### src/rtl/pf_iod_dly_pkg.sv
// Shared types for the PF IOD dynamic delay-line tap controller.
// Holds the sequencer state encoding and the IOD direction-pin levels.
package pf_iod_dly_pkg;

  typedef enum logic [2:0] {
    ST_INIT   = 3'd0,
    ST_IDLE   = 3'd1,
    ST_LOAD   = 3'd2,
    ST_SETUP  = 3'd3,
    ST_MOVE   = 3'd4,
    ST_SETTLE = 3'd5,
    ST_FIN    = 3'd6
  } dly_state_e;

  localparam logic DIR_INC = 1'b1;
  localparam logic DIR_DEC = 1'b0;

endpackage

### src/rtl/pf_iod_dly_tap_ctrl.sv
// Sequences MOVE/DIRECTION/LOAD pulses on one PF IOD dynamic delay line,
// tracks the current tap and flags range saturation reported by the IOD.
module pf_iod_dly_tap_ctrl
  import pf_iod_dly_pkg::*;
#(
  parameter int TAP_W      = 8,
  parameter int MAX_TAP    = 255,
  parameter int LOAD_TAP   = 1,
  parameter int SETTLE_CYC = 3
) (
  input  logic             FAB_CLK,
  input  logic             ARST_N,
  input  logic             REQ_VALID,
  output logic             REQ_READY,
  input  logic             REQ_LOAD,
  input  logic [TAP_W-1:0] REQ_TAP,
  output logic             DONE,
  output logic             ERR_OOR,
  input  logic             ERR_CLR,
  output logic [TAP_W-1:0] CUR_TAP,
  output logic             DELAY_LINE_MOVE,
  output logic             DELAY_LINE_DIRECTION,
  output logic             DELAY_LINE_LOAD,
  input  logic             DELAY_LINE_OUT_OF_RANGE
);

  localparam int               CNT_W    = (SETTLE_CYC > 1) ? $clog2(SETTLE_CYC + 1) : 1;
  localparam logic [CNT_W-1:0] CNT_LAST = CNT_W'(SETTLE_CYC - 1);

  dly_state_e       r_state;
  dly_state_e       w_state_nxt;
  logic [CNT_W-1:0] r_cnt;
  logic [TAP_W-1:0] r_tgt;
  logic [TAP_W-1:0] r_cur_tap;
  logic             r_dir;
  logic             r_err;
  logic             r_after_load;
  logic             r_boot;
  logic             r_move;
  logic             r_load;
  logic             r_done;
  logic             r_ready;

  logic [TAP_W-1:0] w_req_tgt;
  logic             w_accept;
  logic             w_walk;
  logic             w_settle_end;
  logic             w_oor_hit;

  // Clamp in a one-bit-wider domain so the compare stays meaningful at full range.
  assign w_req_tgt    = ({1'b0, REQ_TAP} > (TAP_W + 1)'(MAX_TAP)) ? TAP_W'(MAX_TAP) : REQ_TAP;
  assign w_accept     = (r_state == ST_IDLE) && REQ_VALID;
  assign w_walk       = w_accept && !REQ_LOAD && (w_req_tgt != r_cur_tap);
  assign w_settle_end = (r_state == ST_SETTLE) && (r_cnt == CNT_LAST);
  assign w_oor_hit    = w_settle_end && !r_after_load && DELAY_LINE_OUT_OF_RANGE;

  always_comb begin
    // NOTE: default first so every path assigns w_state_nxt and no latch is inferred.
    w_state_nxt = r_state;
    unique case (r_state)
      ST_INIT:  w_state_nxt = ST_LOAD;
      ST_IDLE: begin
        if (w_accept) begin
          if (REQ_LOAD)                    w_state_nxt = ST_LOAD;
          else if (w_req_tgt == r_cur_tap) w_state_nxt = ST_FIN;
          else                             w_state_nxt = ST_SETUP;
        end
      end
      ST_LOAD:  w_state_nxt = ST_SETTLE;
      ST_SETUP: w_state_nxt = ST_MOVE;
      ST_MOVE:  w_state_nxt = ST_SETTLE;
      ST_SETTLE: begin
        if (w_settle_end) begin
          if (w_oor_hit || r_after_load || (r_cur_tap == r_tgt)) w_state_nxt = ST_FIN;
          else                                                   w_state_nxt = ST_MOVE;
        end
      end
      ST_FIN:   w_state_nxt = ST_IDLE;
      default:  w_state_nxt = ST_INIT;
    endcase
  end

  // Outputs are decoded from the next state so each one is a flop aligned with its state.
  always_ff @(posedge FAB_CLK or negedge ARST_N) begin
    if (!ARST_N) begin
      r_state      <= ST_INIT;
      r_cnt        <= '0;
      r_tgt        <= '0;
      r_cur_tap    <= TAP_W'(LOAD_TAP);
      r_dir        <= DIR_DEC;
      r_err        <= 1'b0;
      r_after_load <= 1'b0;
      r_boot       <= 1'b1;
      r_move       <= 1'b0;
      r_load       <= 1'b0;
      r_done       <= 1'b0;
      r_ready      <= 1'b0;
    end else begin
      // NOTE: non-blocking everywhere here so all flops update from pre-edge values.
      r_state <= w_state_nxt;
      r_move  <= (w_state_nxt == ST_MOVE);
      r_load  <= (w_state_nxt == ST_LOAD);
      r_ready <= (w_state_nxt == ST_IDLE);
      r_done  <= (w_state_nxt == ST_FIN) && !r_boot;

      if ((r_state == ST_SETTLE) && !w_settle_end) r_cnt <= r_cnt + CNT_W'(1);
      else                                         r_cnt <= '0;

      if (w_accept) r_tgt <= w_req_tgt;
      if (w_walk)   r_dir <= (w_req_tgt > r_cur_tap) ? DIR_INC : DIR_DEC;

      if (r_state == ST_MOVE)
        r_cur_tap <= (r_dir == DIR_INC) ? r_cur_tap + TAP_W'(1) : r_cur_tap - TAP_W'(1);
      else if (r_state == ST_LOAD)
        r_cur_tap <= TAP_W'(LOAD_TAP);
      else if (w_oor_hit)
        r_cur_tap <= (r_dir == DIR_INC) ? r_cur_tap - TAP_W'(1) : r_cur_tap + TAP_W'(1);

      if (r_state == ST_LOAD)      r_after_load <= 1'b1;
      else if (r_state == ST_MOVE) r_after_load <= 1'b0;

      if (r_state == ST_FIN) r_boot <= 1'b0;

      // A saturation report in the same cycle as a clear request keeps the flag set.
      if (w_oor_hit)                          r_err <= 1'b1;
      else if (ERR_CLR || r_state == ST_LOAD) r_err <= 1'b0;
    end
  end

  assign REQ_READY            = r_ready;
  assign DONE                 = r_done;
  assign ERR_OOR              = r_err;
  assign CUR_TAP              = r_cur_tap;
  assign DELAY_LINE_MOVE      = r_move;
  assign DELAY_LINE_DIRECTION = r_dir;
  assign DELAY_LINE_LOAD      = r_load;

  a_move_load_excl: assert property (@(posedge FAB_CLK) disable iff (!ARST_N)
    !(r_move && r_load));
  a_done_pulse: assert property (@(posedge FAB_CLK) disable iff (!ARST_N)
    r_done |=> !r_done);

endmodule

### config.mk
export PLATFORM = sky130hd
export DESIGN_NAME = pf_iod_dly_tap_ctrl
export DESIGN_NICKNAME = d
export VERILOG_FILES = /design/src/rtl/pf_iod_dly_pkg.sv /design/src/rtl/pf_iod_dly_tap_ctrl.sv
export SDC_FILE = /design/constraint.sdc
export NUM_CORES = 1
export LEC_CHECK = 0
export CORE_ASPECT_RATIO = 0.5
export CORE_MARGIN = 4
export CORE_UTILIZATION = 55
export DETAILED_ROUTE_END_ITERATION = 8
export MAX_ROUTING_LAYER = met4
export PLACE_DENSITY = 0.81
export SETUP_SLACK_MARGIN = 0.4
export SYNTH_ARGS = -nofsm -noshare
export SYNTH_HDL_FRONTEND = slang
export SYNTH_SLANG_ARGS = --single-unit
### constraint.sdc
create_clock -name FAB_CLK -period 5.8 [get_ports FAB_CLK]
set_input_delay 1.16 -clock FAB_CLK [delete_from_list [all_inputs] [get_ports FAB_CLK]]
set_output_delay 1.16 -clock FAB_CLK [all_outputs]
set_load 0.01 [all_outputs]
==> results.yml <==
layout:
  fin_cells: 278
  nNetsFinal: 254
  syn_to_final_growth_pct: 19.0
  nFillCells: 255
  drive_gt1_share_pct: 12.2
  antenna_cells: 0
  final_area_mm2: 0.00228
global_route:
  grt_use_total_pct: 22.0
  grt_pass1_wl_um: 7710
  antenna_found_initial: 0
  grt_max_degree: 30
  grt_pass1_vias: 1567
  gr-total-overflow: 0
placed_design:
  gp_congestion: 0.850
  dp_hpwl_um: 3290
  placed_area_mm2: 0.00218
  numPortBuffers: 27
  dp.cells: 270
flow_run:
  max_cap_violations: 0
logic_synthesis:
  syn_nets: 228
  synth_area_leaders: "dfrtp_1 35%, ha_1 7.2%, mux2_2 5.3%, xnor2_1 5.0%, a21oi_1 3.7%"
  yosysUniqueCellTypes: 48
  yosys_warnings: 0
  ys_seq_area_share_pct: 38.0
  syn_area_per_cell_um2: 9.45
  syn_inst: 203
  yosys.area.top_type: "dfrtp_1"
  synth_commonest_cells: "27 x dfrtp_1, 17 x nor2_1, 16 x inv_1"
  async_flop_share_pct: 100
  synth_edf_count: 0
  ys_ff_latch: 29
  syn-cell-area_mm2: 0.00192
  ys.flop_type: "dfrtp_1"
  yosysMostFrequentCell: "dfrtp_1"
  yosysTopAreaCellShare_pct: 35.2
cts:
  cts_tree: "built"
  htreeDepth: 2
  cts-root-buf: "clkbuf_8"
  clockBufferDepth: 2
  clk_latency_ps: 280
  cts.repair.resized: 0
  clock_sinks: 29
  clk_pin_slew_worst_paths_ps: 70
  postCtsHoldBufs: 0
  post_cts_buffers: 0
  cts_buffers: 5
floorplan:
  io_pins: 28
  design.core.area_mm2: 0.00317
  start_util_pct: 60.5
  die_area_mm2: 0.00455
  fp.dieW_um: 91.5
  die_h_um: 49.8
  fp-row-count: 14
pwr:
  power_frac_seq_pct: 34.0
  ir_drop_uv: 262
  p_per_area_mw_per_mm2: 547
  p_leak_nw: 0.939
  switching_power_mw: 0.543
  combinationalPowerShare_pct: 51.2
  intPower_mw: 0.705
  clkPwrFrac_pct: 14.8
  p_sw_share_pct: 43.5
timing:
  setup_viol: 0
  slew_headroom_pct: 61.8
  finalHoldViolations: 0
  finalCritPeriodShare_pct: 47.3
  fin_crit_ps: 2750
  fmax_mhz: 364
  rsz0062_at_grt: "false"
  finalMaxSlewViolations: 0
  clock-skew-final_ps: 6.02
  worstMarginPinSlew_ps: 568
  holdWs_ps: 433
  finalSetupTns_ps: 0
min_path:
  min_from: "r_cnt[0]"
  holdCritPathClass: "register to register"
drt:
  ant_nets: 0
  post_drt_wl_per_cell_um: 16.0
  drt_iter0_drc: 183
  first_pass_iters: 5
  drc_errors: 0
  vias: 1641
  drt-total-wl_um: 4440
  vias_per_cell: 5.90
setup_path:
  critPathLaunch: "REQ_TAP[6]"
  slowest_stage: "clkdlybuf4s50_1"
  critPathMaxFanout: 4
  cp-start-kind: "primary input"
  cp-end-kind: "register"
  cp.arrival_ps: 2920
  crit_chain: "clkdlybuf4s50_1 -> ha_1 -> nand4_1 -> nor3_1 -> a21oi_1 -> nor4_1"
  cp_slowest_stage_delay_ps: 450
  r2r_start: "r_state[2]"
  criticalPathCategory: "primary input to register"
  worstPathRequired_ps: 5980
outcome:
  outcome: "complete, no violations"
[flip-flops by register name (all words and copies together), names as in the netlist, 2 cells and up]
name,flops
CUR_TAP,8
r_tgt,8
r_cnt,2
r_state,3
[cells by family (layout without fill, tap and decap cells)]
group	count (synthesis)	count (layout)	share of synthesized area, %
AO/OA/AOI/OAI	52	52	17.6
XOR/XNOR	12	12	5.48
adder cells (fa/ha/maj)	11	11	7.18
buffers and inverters	25	52	7.04
flip-flops	29	29	38.0
multiplexers	10	10	5.81
AND/OR/NAND/NOR	64	64	18.9
[power groups by stage]
| stage | logic [mW] | clock network, mW | registers, mW |
|---|---|---|---|
| after floorplan | 0.510 | 0 | 0.373 |
| after global placement | 0.605 | 0 | 0.419 |
| after CTS | 0.633 | 0.188 | 0.422 |
| after detailed placement | 0.627 | 0 | 0.425 |
| after global routing | 0.705 | 0.200 | 0.445 |
| final | 0.639 | 0.185 | 0.424 |
[worst max-delay path, delay by kind of cell]
kind / cells / cell delay (ps)
AOI/OAI and AO/OA: 1 / 190
adders and majority gates: 1 / 320
buffers and inverters: 1 / 450
and+or+nand+nor: 3 / 800
[worst paths after layout]
kind / slack [ps] / to / cells after the start
setup / recovery: 3050 / DONE / 6
hold / removal: 430 / r_cnt[0] / 1
setup reg to reg: 3540 / DELAY_LINE_DIRECTION / 5
hold reg to reg: 430 / r_cnt[0] / 1
max in group asynchronous: 4230 / CUR_TAP[0] / 2
min in group asynchronous: 1260 / DELAY_LINE_LOAD / 2
[layer usage]
metal	track usage, %	vias to the layer above	routed length, um
met3	5.47	5	345
met1	30.4	779	2060
met2	33.5	76	2010
met5	-	-	0
met4	3.75	0	23
li1	-	781	-
[through the flow]
stage	setup WS [ps]	power (mW)	util [%]
after floorplan	3450	0.883	-
after global placement	2910	1.02	68.8
after detailed placement	2800	1.05	68.8
after CTS	3060	1.24	72.0
after global routing	2940	1.35	72.0
final	3050	1.25	72.0
[final cells by class]
cell class	count	area, um2	share of cell area, %
multi-input cells	149	1050	46.2
flip-flops and latches	29	728	31.9
repair buffers	28	278	12.2
clock buffers	7	96.3	4.22
inverters	16	60.1	2.63
well taps	48	60.1	2.63
clock inverters	1	5.00	0.219
[cells in the final DEF, fill, tap and decap left out, types with 3 or more instances in the layout]
master           instances
and3_1                   3
dfrtp_1                 27
nand4_1                  6
nor2_1                  17
clkbuf_8                 7
a21oi_1                 14
inv_1                   16
a221oi_1                 6
nor2b_1                  5
xnor2_1                 11
nand2_1                  6
o21ai_0                 13
clkdlybuf4s50_1         27
a21boi_0                 3
nor3_1                   9
mux2_2                   9
ha_1                    11
(Power assumes the default switching activity.)
